$ cat src/rtl/outport_tx.sv
// Parallel output port transmitter: word FIFO drained by a four-phase strobe/ack handshake.
// Optional acknowledge timeout is enabled by defining OUTPORT_ACK_TIMEOUT_EN.
module outport_tx #(
  parameter int WIDTH   = 32,
  parameter int DEPTH   = 4,
  parameter int TIMEOUT = 16
) (
  input  logic                         clk,
  input  logic                         clear,
  input  logic                         OutPort,
  input  logic [WIDTH-1:0]             bus_mux_out,
  output logic [WIDTH-1:0]             OutPortOut,
  output logic                         out_strobe,
  input  logic                         out_ack,
  output logic                         full,
  output logic                         empty,
  output logic [$clog2(DEPTH+1)-1:0]   count,
  output logic                         overflow,
  output logic                         timeout_err
);

  localparam int PW = $clog2(DEPTH);
  localparam int CW = $clog2(DEPTH+1);

  if (DEPTH < 2 || (DEPTH & (DEPTH - 1)) != 0) begin : g_bad_depth
    $error("outport_tx: DEPTH must be a power of two >= 2");
  end
  if (TIMEOUT < 1) begin : g_bad_timeout
    $error("outport_tx: TIMEOUT must be >= 1");
  end

  typedef enum logic [1:0] {IDLE, SETUP, WAIT_ACK, WAIT_REL} state_t;

  state_t           r_state;
  state_t           w_state_nxt;
  logic [WIDTH-1:0] r_mem [DEPTH];
  logic [PW-1:0]    r_wptr;
  logic [PW-1:0]    r_rptr;
  logic [CW-1:0]    r_count;
  logic [WIDTH-1:0] r_out;
  logic             r_strobe;
  logic             r_overflow;
  logic             w_push;
  logic             w_pop;
  logic             w_strobe_set;
  logic             w_strobe_clr;

`ifdef OUTPORT_ACK_TIMEOUT_EN
  localparam int TW = $clog2(TIMEOUT+1);
  logic [TW-1:0]    r_tcnt;
  logic             r_tmo_err;
  logic             w_tmo;
`endif

  assign full        = (r_count == CW'(DEPTH));
  assign empty       = (r_count == '0);
  assign count       = r_count;
  assign OutPortOut  = r_out;
  assign out_strobe  = r_strobe;
  assign overflow    = r_overflow;
  // full is judged before any same-cycle pop, so a write while full is always dropped
  assign w_push      = OutPort && !full;

  always_comb begin
    w_state_nxt  = r_state;
    w_pop        = 1'b0;
    w_strobe_set = 1'b0;
    w_strobe_clr = 1'b0;
`ifdef OUTPORT_ACK_TIMEOUT_EN
    w_tmo        = 1'b0;
`endif
    case (r_state)
      IDLE: begin
        // a device still holding ack from before is not offered a new word
        if (!empty && !out_ack) begin
          w_pop       = 1'b1;
          w_state_nxt = SETUP;
        end
      end
      SETUP: begin
        w_strobe_set = 1'b1;
        w_state_nxt  = WAIT_ACK;
      end
      WAIT_ACK: begin
        if (out_ack) begin
          w_strobe_clr = 1'b1;
          w_state_nxt  = WAIT_REL;
        end
`ifdef OUTPORT_ACK_TIMEOUT_EN
        else if (r_tcnt == TW'(TIMEOUT - 1)) begin
          w_strobe_clr = 1'b1;
          w_tmo        = 1'b1;
          w_state_nxt  = IDLE;
        end
`endif
      end
      WAIT_REL: begin
        if (!out_ack) w_state_nxt = IDLE;
      end
      default: w_state_nxt = IDLE;
    endcase
  end

  always_ff @(posedge clk) begin
    if (clear) r_state <= IDLE;
    else       r_state <= w_state_nxt;
  end

  always_ff @(posedge clk) begin
    if (!clear && w_push) r_mem[r_wptr] <= bus_mux_out;
  end

  always_ff @(posedge clk) begin
    if (clear) begin
      r_wptr     <= '0;
      r_rptr     <= '0;
      r_count    <= '0;
      r_out      <= '0;
      r_strobe   <= 1'b0;
      r_overflow <= 1'b0;
    end else begin
      if (w_push) r_wptr <= r_wptr + PW'(1);
      if (w_pop) begin
        r_rptr <= r_rptr + PW'(1);
        r_out  <= r_mem[r_rptr];
      end
      case ({w_push, w_pop})
        2'b10:   r_count <= r_count + CW'(1);
        2'b01:   r_count <= r_count - CW'(1);
        default: r_count <= r_count;
      endcase
      if (w_strobe_set)      r_strobe <= 1'b1;
      else if (w_strobe_clr) r_strobe <= 1'b0;
      if (OutPort && full) r_overflow <= 1'b1;
    end
  end

`ifdef OUTPORT_ACK_TIMEOUT_EN
  // counter sits at zero outside WAIT_ACK, so it is clear on every entry
  always_ff @(posedge clk) begin
    if (clear) begin
      r_tcnt    <= '0;
      r_tmo_err <= 1'b0;
    end else begin
      if (r_state != WAIT_ACK) r_tcnt <= '0;
      else                     r_tcnt <= r_tcnt + TW'(1);
      if (w_tmo) r_tmo_err <= 1'b1;
    end
  end
  assign timeout_err = r_tmo_err;
`else
  assign timeout_err = 1'b0;
`endif

endmodule

$ cat config.mk
export PLATFORM = sky130hd
export DESIGN_NAME = outport_tx
export DESIGN_NICKNAME = d
export VERILOG_FILES = /design/src/rtl/outport_tx.sv
export SDC_FILE = /design/constraint.sdc
export NUM_CORES = 1
export LEC_CHECK = 0
export CORE_UTILIZATION = 52
export CTS_CLUSTER_SIZE = 24
export DETAILED_ROUTE_END_ITERATION = 8
export HOLD_SLACK_MARGIN = 0.03
export PLACE_DENSITY = 0.84
export SYNTH_ARGS = -nofsm -noshare
export SYNTH_HDL_FRONTEND = slang
export SYNTH_SLANG_ARGS = --single-unit
export TNS_END_PERCENT = 100
$ cat constraint.sdc
create_clock -name clk -period 2.7 [get_ports clk]
set_input_delay 0.27 -clock clk [delete_from_list [all_inputs] [get_ports clk]]
set_output_delay 0.27 -clock clk [all_outputs]
set_load 0.02 [all_outputs]
Word-level counts from Yosys, hierarchy flattened:

Memory sizes are Yosys's and may differ from the RTL's. A register that Yosys moved wholly into a read port is not among the register bits.
Index checks and enable logic that the tools add are counted.

* reduce and logical (&&, ||, !) cells: 13
* equality and inequality tests: 9
* $add $sub $neg: 4
* mux-type cells: 14

Operator list (count)
* $mux W1: 9
* $pmux W2 S4: 1
* $eq A2 B2 Y1 const B: 3
* $mux W2: 3
* $ne A2 B2 Y1 const B: 3
* $pmux W3 S2: 1
* $add A2 B1 Y2 const B: 2
* $eq A2 B1 Y1 const B: 2
* $logic_and A1 B1 Y1: 4
* $logic_not A1 Y1: 4
* $reduce_bool A2 Y1: 2
* $add A3 B1 Y3 const B: 1
* $eq A3 B3 Y1 const B: 1
* $logic_not A3 Y1: 1
* $reduce_and A3 Y1: 1
* $sub A3 B1 Y3 const B: 1
* $logic_not A2 Y1: 1

* register bits after elaboration: 11
* bits of input ports: 36
* memories: 1
* logic and storage cells: 47
* memory bits (writable): 128

Memory list
* r_mem: words 4, width 32, rd ports 1, clocked after Yosys merged registers in 1, write ports 1, line 36 `logic [WIDTH-1:0] r_mem [DEPTH];`

Depth between registers and ports, before layout:

Gate-level depths: netlist of the first run.

* depth after elaboration: 7
* gate-level depth with buffers: 10
* depth with buffers taken out: 10

Worst setup path before layout of the first run:

Ideal clock, no wire load.

* path type: register to register
* start: reg r_count[2], in the netlist count[2]
* end: reg r_count[2], in the netlist count[2]
* arrival: 2.316 ns
* slack: 0.314 ns
* period minus slack after synthesis: 2.386 ns
* cell stages (with the launch flop): 9
* data required time: 2.630 ns
* path through: dfxtp_1 nor3b_2 nand2b_1 ha_1 inv_1 fa_1 xor2_1 or3_1 a21oi_1

* elaborated cells on any way between the ends: 14

RTL lines
* from (decl): line 39 `logic [CW-1:0] r_count;`
* from (signal assigned): line 128 `2'b10: r_count <= r_count + CW'(1);`
* from (signal assigned): line 129 `2'b01: r_count <= r_count - CW'(1);`
* from (signal assigned): line 130 `default: r_count <= r_count;`
* $eq A3 B3 Y1 (*): line 55 `assign full = (r_count == CW'(DEPTH));`
* via full: line 15 `output logic full,`
* $logic_not A1 Y1 (*): line 62 `assign w_push = OutPort && !full;`
* $logic_and A1 B1 Y1 (*): line 62
* $eq A2 B1 Y1 / $eq A2 B2 Y1 (equally long branches): line 127 `case ({w_push, w_pop})`
* $pmux W3 S2 / $reduce_bool A2 Y1 (equally long branches)

The timed path passes the listed nets; every way through them passes the cells marked *.
A chain may end at the register's enable or synchronous reset.

Final worst setup path of the first run:

* start: reg r_state[0]
* end: reg r_count[2], in the netlist count[2]

* cells in the longest elaborated chain, start to end: 4
* elaborated cells on any way between the ends: 6

RTL lines
* from (decl): line 34 `state_t r_state;`
* from (signal assigned): line 106 `else r_state <= w_state_nxt;`
* $logic_not A2 Y1 (*): line 72 `case (r_state)`
* $mux W1 (*): line 72
* via w_pop: line 44 `logic w_pop;`
* $eq A2 B1 Y1 / $eq A2 B2 Y1 (equally long branches): line 127
* $pmux W3 S2 / $reduce_bool A2 Y1 (equally long branches)

Marked as above.

==> results.toml, run 1 <==
[place]
place_ws_ps = 363
port_buffers = 74
place_congestion = 0.689
dp_hpwl_mm = 6.82

[drt]
ant_nets = 0
drc_errors = 0
finalWirelength_mm = 11.3
vias = 3224
first_pass_iters = 4
vias_per_cell = 5.68
drt_iter0_drc = 204
wl_per_cell_um = 20.0

[yosys]
synthArstFlopShare_pct = 0
syn-instance-count = 321
synth-xor-area-share_pct = 0.276
synth_top_area_cell = "edfxtp_1"
synth_top_family_by_area = "multiplexers"
ys_ff_latch = 171
synth_nets = 368
synthAdderAreaFrac_pct = 2.29
ys.flop_type = "edfxtp_1"
synth_area_sq_um = 6350
synthTopCellsByArea = "edfxtp_1 (61%), dfxtp_1 (14%), mux4_2 (11%)"
synth_top_area_share_pct = 60.5
synth-edff-count = 128
yosysWarningCount = 0
synth.area.mux_share_pct = 11.8
synth-simple-area-share_pct = 2.94
synth_seq_area_share_pct = 74.1
ys_types = 34
synth_compound_area_share_pct = 5.93
synth_area_per_cell_sq_um = 19.8

[floorplan]
rows = 39
ios = 76
initial_utilization_pct = 54.5
die_h_um = 113
fp.dieW_um = 113
die_area_sq_um = 12700
coreArea_sq_um = 11700

[clocking]
htree_levels = 4
clk_transition_reported_paths_ps = 60
max-clock-path-buffers = 2
cts_tree = "yes"
root_buffer = "clkbuf_16"
clkLatencyLatePin_ps = 420
cts_resized = 0
hold_buffers = 0
clock-sinks = 171
cts_setup_buffers = 0
cts_inserted_buffers = 17

[global_route]
grt_pass1_wl_mm = 18.3
grt_max_degree = 33
grtUsageTotal_pct = 20.0
grt_pass1_vias = 3509
antenna_found_initial = 0
grt.overflow.total = 0

[run_status]
status = "finished, final reports clean"

[final_layout]
drive_above_1_share_pct = 20.7
diodes = 0
synthToLayoutAreaGrowth_pct = 22.6
final_nets = 459

[power]
power_density_nw_per_um2 = 915
total_leakage_power_nw = 2.61
vdd_drop_max_mv = 0.631

[sta]
finalMaxSlewViolations = 0
grt_setup_unrepaired = "no"
setup_violations = 0
hold_viol = 0
finalSetupTns_ps = 0
finalCritPeriodShare_pct = 88.5
setup_slack_ps = 310
fin_skew_ps = 5.18
period_needed_ps = 2390
timing.fmax_mhz = 418
worst_pin_slew_ps = 555
max-slew-margin-rel_pct = 63.0

[worst_setup_path]
crit_slowest_cell = "fa_1"
critical_path.cell_chain = "inv_1, ha_1, nor2b_1, and2_1, ha_1, inv_1, fa_1, xor2_1, or3_1, a21oi_1"
crit_fanout = 4
crit_required_ps = 3050
worstPathArrival_ps = 2740
start_kind = "flop"
rrSetupSlack_ps = 310
endpoint_kind = "flop"
crit_type = "flop to flop"
cpPeakStageDelay_ps = 390

[run]
cap_violations = 0

[hold_path]
hp-class = "flop to flop"
## state kept, by name, summed over array words and instances, names as in the netlist
signal,cells
r_mem,128
overflow,1
r_rptr,2
r_wptr,2
count,3
r_state,2
OutPortOut,32
out_strobe,1
## metal layers
layer | up-vias | share of wire, % | track usage, %
met1 | 1626 | 41 | 24.9
met2 | 117 | 51 | 33.1
met4 | 0 | 2.1 | 9.24
li1 | 1462 | - | -
met5 | - | 0 | 0
met3 | 19 | 6.0 | 5.18
## power by group
| group | internal [W] | switching, W |
|---|---|---|
| Sequential | 0.00309 | 0.000207 |
| Clock | 0.00117 | 0.000946 |
| Combinational | 0.000897 | 0.000817 |
## metrics by stage
step | hold slack (ps) | std cells | utilization, % | instance area (sq um) | power, W
2_1_floorplan | 369 | 321 | - | 6350 | 0.00447
5_1_grt | 485 | 568 | 66.8 | 7790 | 0.00745
3_5_place_dp | 466 | 536 | 62.4 | 7270 | 0.00508
3_3_place_gp | 460 | 536 | 62.4 | 7270 | 0.00501
6_report | 479 | 568 | 66.8 | 7790 | 0.00712
4_1_cts | 464 | 568 | 66.8 | 7790 | 0.00720
## cells by family after synthesis
family / after synthesis
simple gates: 28
fa+ha+maj: 11
compound gates: 47
buf+inv: 26
flops: 171
xor+xnor: 2
other cells: 1
mux: 35
## final timing paths
kind / from / to / cells past startpoint
max: r_state[0] / count[2] / 10
min: OutPortOut[26] / OutPortOut[26] / 1
max reg2reg: r_state[0] / count[2] / 10
min reg2reg: OutPortOut[26] / OutPortOut[26] / 1
## cell type report
cell class	count	area, sq um
tap	143	179
timing repair buffer	89	866
clock inverter	12	76.3
clock buffer	20	437
sequential	171	4710
multi-input combinational	124	1490
inverter	9	36.3
fill	776	3870
## cells in the mapped netlist, drive strengths merged (4+ instances only)
| cell | instances |
|---|---|
| a21oi | 8 |
| a22o | 32 |
| and2 | 5 |
| buf | 12 |
| clkbuf | 5 |
| dfxtp | 43 |
| edfxtp | 128 |
| ha | 10 |
| inv | 9 |
| mux4 | 32 |
| nand2b | 5 |
| nor2 | 6 |
| o21ai | 5 |
| or3 | 4 |
## layout by cell type, fill, tap and decap left out, types with 2 or more instances in the layout
| master | instances |
|---|---|
| nand2b_1 | 5 |
| ha_1 | 10 |
| clkbuf_16 | 17 |
| and2_2 | 4 |
| dfxtp_2 | 2 |
| edfxtp_1 | 128 |
| a22o_1 | 31 |
| or3_1 | 3 |
| clkinv_1 | 2 |
| o21ai_0 | 5 |
| clkdlybuf4s50_1 | 74 |
| dfxtp_1 | 41 |
| clkinv_2 | 4 |
| clkbuf_1 | 3 |
| xor2_1 | 2 |
| mux4_2 | 32 |
| a21oi_1 | 7 |
| clkinvlp_4 | 3 |
| buf_4 | 14 |
| mux2i_1 | 2 |
| inv_1 | 8 |
| clkinv_4 | 2 |
| nor2_1 | 6 |
| nand3b_1 | 2 |
## worst max-delay path: cells and delay by family, from the launching register on
| kind | cells | cell delay (ps) |
|---|---|---|
| adders and majority gates | 3 | 810 |
| DFF | 1 | 330 |
| and+or+nand+nor | 3 | 670 |
| buffers and inverters | 2 | 180 |
| AOI/OAI and AO/OA | 1 | 150 |
| xor gates and xnor gates | 1 | 170 |
Note: power is estimated with default switching activity, not from simulation.
==> run 2: changes to the inputs <==
--- a/config.mk
+++ b/config.mk
@@ -5,6 +5,7 @@
 export SDC_FILE = /design/constraint.sdc
 export NUM_CORES = 1
 export LEC_CHECK = 0
+export CORE_ASPECT_RATIO = 0.9
 export CORE_UTILIZATION = 52
 export CTS_CLUSTER_SIZE = 24
 export DETAILED_ROUTE_END_ITERATION = 8
==> run 2 against run 1 <==
  * Register-to-register slack hardly changed
  * Combinational power is essentially flat
  * Clock skew increased by 4.6 ps
  * Setup slack improved by 12 ps
  * Sequential power is essentially flat
  * Cell count grew 2.5%
  * Power grew 4.7%
  * Critical path type unchanged
  * Critical endpoint unchanged
  * Largest cell class unchanged
  * Highest routed layer unchanged
==> results.toml, run 2 (synthesis gave the netlist of run 1 again) <==
[worst_setup_path]
crit_required_ps = 3050
endpoint_kind = "flop"
crit_slowest_cell = "fa_1"
crit_buf_inv = 2
crit_fanout = 4
worst-path-stages = 10
start_kind = "flop"
r2r-end = "count[2]"
critical_path.cell_chain = "inv_1, ha_1, nor2b_1, and2_1, ha_1, inv_1, fa_1, xor2_1, or3_1, a21oi_1"
ff2ff_path_depth = 10
timing.rr.start = "r_state[0]"
crit_type = "flop to flop"
cp_top_family = "adder cells"
rrSetupSlack_ps = 320
cpPeakStageDelay_ps = 370
worstPathArrival_ps = 2730

[global_route]
grt_pass1_wl_mm = 18.6
grt_pass1_vias = 3473
antenna_found_initial = 0
grtUsageTotal_pct = 20.5
grt_max_degree = 35
grt.overflow.total = 0

[hold_path]
whs_path_depth = 2
min_from = "overflow"
min_to = "overflow"
hp-class = "flop to flop"

[final_layout]
final_nets = 460
synthToLayoutAreaGrowth_pct = 24.5
fin_util_pct = 67.8
diodes = 0
largest_register_ff_count = 128
fillers = 771
drive_above_1_share_pct = 21.4
final_cell_mix = "edfxtp_1 (128), clkdlybuf4s50_1 (74), dfxtp_1 (41)"
final_common_cell = "edfxtp_1"
regMostFlops = "r_mem"

[drt]
wl_per_cell_um = 19.8
vias = 3228
drt_iter0_drc = 292
vias_per_cell = 5.55
drc_errors = 0
ant_nets = 0
first_pass_iters = 4
finalWirelength_mm = 11.6

[power]
power_density_nw_per_um2 = 943
clkPwrFrac_pct = 32.8
pwr-share-comb_pct = 23.0
vdd_drop_max_mv = 0.733
p_int_w = 0.00546
netSwitchingPower_w = 0.00199
swShare_pct = 26.7
total_leakage_power_nw = 2.65
total_power_w = 0.00746
power_frac_seq_pct = 44.2

[sta]
fin_skew_ps = 9.76
setup_violations = 0
finalCritPeriodShare_pct = 88.1
finalSetupTns_ps = 0
finalMaxSlewViolations = 0
fin_hold_ws_ps = 475
grt_setup_unrepaired = "no"
max-slew-margin-rel_pct = 37.5
hold_viol = 0
timing.fmax_mhz = 421
period_needed_ps = 2380
worst_pin_slew_ps = 938

[clocking]
max-clock-path-buffers = 2
cts_tree = "yes"
cts_inserted_buffers = 17
clock-sinks = 171
root_buffer = "clkbuf_16"
cts_resized = 0
htree_levels = 4
clkLatencyLatePin_ps = 420
hold_buffers = 0
cts_setup_buffers = 0
clk_transition_reported_paths_ps = 60

[place]
dp_hpwl_mm = 6.96
port_buffers = 74
place_congestion = 0.742

[floorplan]
initial_utilization_pct = 54.4
ios = 76
coreArea_sq_um = 11700
die_h_um = 107
rows = 37
die_area_sq_um = 12700
fp.dieW_um = 118

[run_status]
status = "finished, final reports clean"

[run]
cap_violations = 0
run 2: cell count changes in the layout (fill, tap and decap cells not counted):
cell,change
clkinv_2,-1
clkbuf_8,+1
buf_12,+1
clkinv_4,-1
bufinv_16,+3
clkinv_1,-2
run 2: area by class of cell:
| class | instances | area, sq um | share of cell area (%) |
|---|---|---|---|
| Tap cell | 156 | 195 | 2.47 |
| Inverter | 9 | 36.3 | 0.459 |
| Multi-Input combinational cell | 124 | 1490 | 18.8 |
| Clock inverter | 11 | 145 | 1.84 |
| Sequential cell | 171 | 4710 | 59.5 |
| Timing Repair Buffer | 90 | 886 | 11.2 |
| Clock buffer | 21 | 450 | 5.70 |
run 2: power by group through the flow:
stage	Clock, W	Combinational [W]	Sequential (W)
5_1_grt	0.00259	0.00185	0.00333
2_1_floorplan	0	0.00102	0.00344
6_report	0.00244	0.00172	0.00329
3_5_place_dp	0	0.00173	0.00335
3_3_place_gp	0	0.00168	0.00333
4_1_cts	0.00248	0.00174	0.00330
run 2: per-layer routing:
layer | global-route usage [%] | vias up | wire, um
met1 | 26.0 | 1669 | 5160
li1 | - | 1463 | -
met2 | 33.2 | 85 | 5760
met3 | 6.81 | 11 | 513
met5 | 0 | - | 0
met4 | 7.69 | 0 | 112
run 2: worst max path at each step:
stage	start	to	slack, ps
final	r_state[0]	count[2]	320
after CTS	r_state[0]	count[2]	320
after global routing	r_state[1]	count[2]	200
after floorplan	count[2]	count[2]	310
after global placement	out_ack	count[2]	450
after detailed placement	r_state[0]	count[2]	370
run 2: worst reg2reg max path, stage by stage, from the launching register on:
cell and delay [ps]:
dfxtp_1 350, inv_1 120, ha_1 250, nor2b_1 180
and2_1 170, ha_1 200, inv_1 70, fa_1 370
xor2_1 150, or3_1 310, a21oi_1 140
run 2: stage by stage:
stage	cell area (sq um)	worst slack, ps	cells
global placement	7310	445	550
finish	7910	322	582
detailed placement	7310	372	550
CTS	7910	324	582
floorplan	6350	314	321
global route	7910	203	582
==> run 3: changes to the inputs <==
--- a/config.mk
+++ b/config.mk
@@ -9,6 +9,7 @@
 export CORE_UTILIZATION = 52
 export CTS_CLUSTER_SIZE = 24
 export DETAILED_ROUTE_END_ITERATION = 8
+export GPL_TIMING_DRIVEN = 0
 export HOLD_SLACK_MARGIN = 0.03
 export PLACE_DENSITY = 0.84
 export SYNTH_ARGS = -nofsm -noshare
==> run 3 against run 2 <==
  * Setup slack worse by 180 ps
  * Register-to-register slack lost 180 ps
  * Non-clock buffer count unchanged
  * Sequential power decreased by 2%
  * Critical path type unchanged
==> results.toml, run 3 (synthesis gave the netlist of run 1 again) <==
[drt]
ant_nets = 0
drt_iter0_drc = 342
drc_errors = 0
first_pass_iters = 4
vias = 3216
finalWirelength_mm = 11.4
vias_per_cell = 5.53
wl_per_cell_um = 19.6

[worst_setup_path]
worst-path-stages = 10
ff2ff_path_depth = 10
crit_required_ps = 3040
worstPathArrival_ps = 2900
endpoint_kind = "flop"
critical_path.cell_chain = "inv_1, ha_1, nor2b_1, and2_1, ha_1, inv_1, fa_1, xor2_1, or3_1, a21oi_1"
r2r-end = "count[2]"
cpPeakStageDelay_ps = 380
crit_type = "flop to flop"
timing.rr.start = "r_state[0]"
crit_fanout = 4
critPathLaunch = "r_state[0]"
crit_buf_inv = 2
start_kind = "flop"
crit_slowest_cell = "fa_1"
rrSetupSlack_ps = 140
endpoint = "count[2]"
cp_top_family = "simple AND/OR/NAND/NOR gates"

[clocking]
clk_transition_reported_paths_ps = 60
cts_setup_buffers = 0
cts_inserted_buffers = 17
htree_levels = 4
root_buffer = "clkbuf_16"
clkLatencyLatePin_ps = 420
hold_buffers = 0
cts_resized = 0
max-clock-path-buffers = 2
cts_tree = "yes"
clock-sinks = 171

[place]
place_ws_ps = -23.4
placed_cell_area_sq_um = 7280
place_congestion = 0.750
dp_hpwl_mm = 6.82
port_buffers = 73

[run_status]
status = "finished, final reports clean"

[sta]
setup_violations = 0
worst_pin_slew_ps = 906
fin_skew_ps = 5.34
finalMaxSlewViolations = 0
finalCritPeriodShare_pct = 94.6
hold_viol = 0
period_needed_ps = 2560
setup_slack_ps = 145
fin_hold_ws_ps = 430
max-slew-margin-rel_pct = 39.6
timing.fmax_mhz = 391
grt_setup_unrepaired = "no"

[floorplan]
rows = 37
die_area_sq_um = 12700
fp.dieW_um = 118
coreArea_sq_um = 11700
die_h_um = 107
ios = 76
initial_utilization_pct = 54.4

[final_layout]
drive_above_1_share_pct = 19.2
synthToLayoutAreaGrowth_pct = 23.2
seqCellArea_sq_um = 4700
final_cell_mix = "edfxtp_1 (128), clkdlybuf4s50_1 (73), dfxtp_1 (43)"
fillers = 775
multiInputGateArea_sq_um = 1490
final_nets = 460
fin_util_pct = 67.1
regMostFlops = "r_mem"
largest_register_ff_count = 128
fin_area_sq_um = 7830
final_common_cell = "edfxtp_1"
diodes = 0

[hold_path]
hp-class = "primary input to flop"

[power]
vdd_drop_max_mv = 0.503
power_density_nw_per_um2 = 933
total_leakage_power_nw = 2.62

[global_route]
grt_pass1_vias = 3461
grt.overflow.total = 0
grt_pass1_wl_mm = 18.2
grt_max_degree = 33
antenna_found_initial = 0
grtUsageTotal_pct = 19.7

[run]
cap_violations = 0
==> run 3: changes by cell type in the layout (fill, tap and decap cells not counted), moves of 2 or more <==
cell / delta
buf_4: -9
dfxtp_1: +2
buf_12: -2
clkinvlp_4: -2
clkbuf_1: +8
buf_6: +6
bufinv_16: -2
dfxtp_2: -2
==> run 3: through the flow <==
| step | std cells | power [W] | TNS (ps) |
|---|---|---|---|
| floorplan | 321 | 0.00447 | 0 |
| global placement | 550 | 0.00506 | -36440 |
| detailed placement | 550 | 0.00512 | -23.4 |
| CTS | 582 | 0.00734 | 0 |
| global route | 582 | 0.00759 | 0 |
| finish | 582 | 0.00730 | 0 |
==> run 3: cell type report <==
type                    count  area share (%)
plain buffers              17            1.65
well taps                 156            2.49
flip-flops and latches    171            60.1
clock inverters             7           0.863
inverters                   9           0.464
clock buffers              25            6.08
multi-input cells         124            19.0
repair buffers             73            9.34
==> run 3: power breakdown <==
| part | internal, W | switching, W | total [W] | leakage [nW] |
|---|---|---|---|---|
| clock | 0.00132 | 0.000927 | 0.00224 | 0.266 |
| combinational | 0.000927 | 0.000886 | 0.00181 | 0.837 |
| sequential | 0.00309 | 0.000149 | 0.00324 | 1.51 |
==> run 3: per-layer routing <==
| metal | wire length [um] | track usage, % |
|---|---|---|
| met5 | 0 | 0 |
| met4 | 161 | 7.32 |
| met3 | 548 | 4.79 |
| met2 | 5560 | 32.7 |
| met1 | 5120 | 25.4 |
==> run 3: how the worst min path moves through the flow <==
stage                               from            end  slack [ps]  cells past startpoint
after floorplan           bus_mux_out[0]    r_mem[0][0]         370                      0
after global placement          overflow       overflow         450                      2
after detailed placement   OutPortOut[5]  OutPortOut[5]         460                      1
after CTS                          clear      r_rptr[0]         430                      3
after global routing               clear     r_state[0]         480                      3
final                              clear      r_rptr[0]         430                      3
==> run 3: worst register-to-register path: stages (launching register included) <==
cell and delay [ps]:
dfxtp_1 350, inv_1 110, ha_1 230, nor2b_1 330, and2_1 210, ha_1 190, inv_1 70, fa_1 380
xor2_1 160, or3_1 320, a21oi_1 150
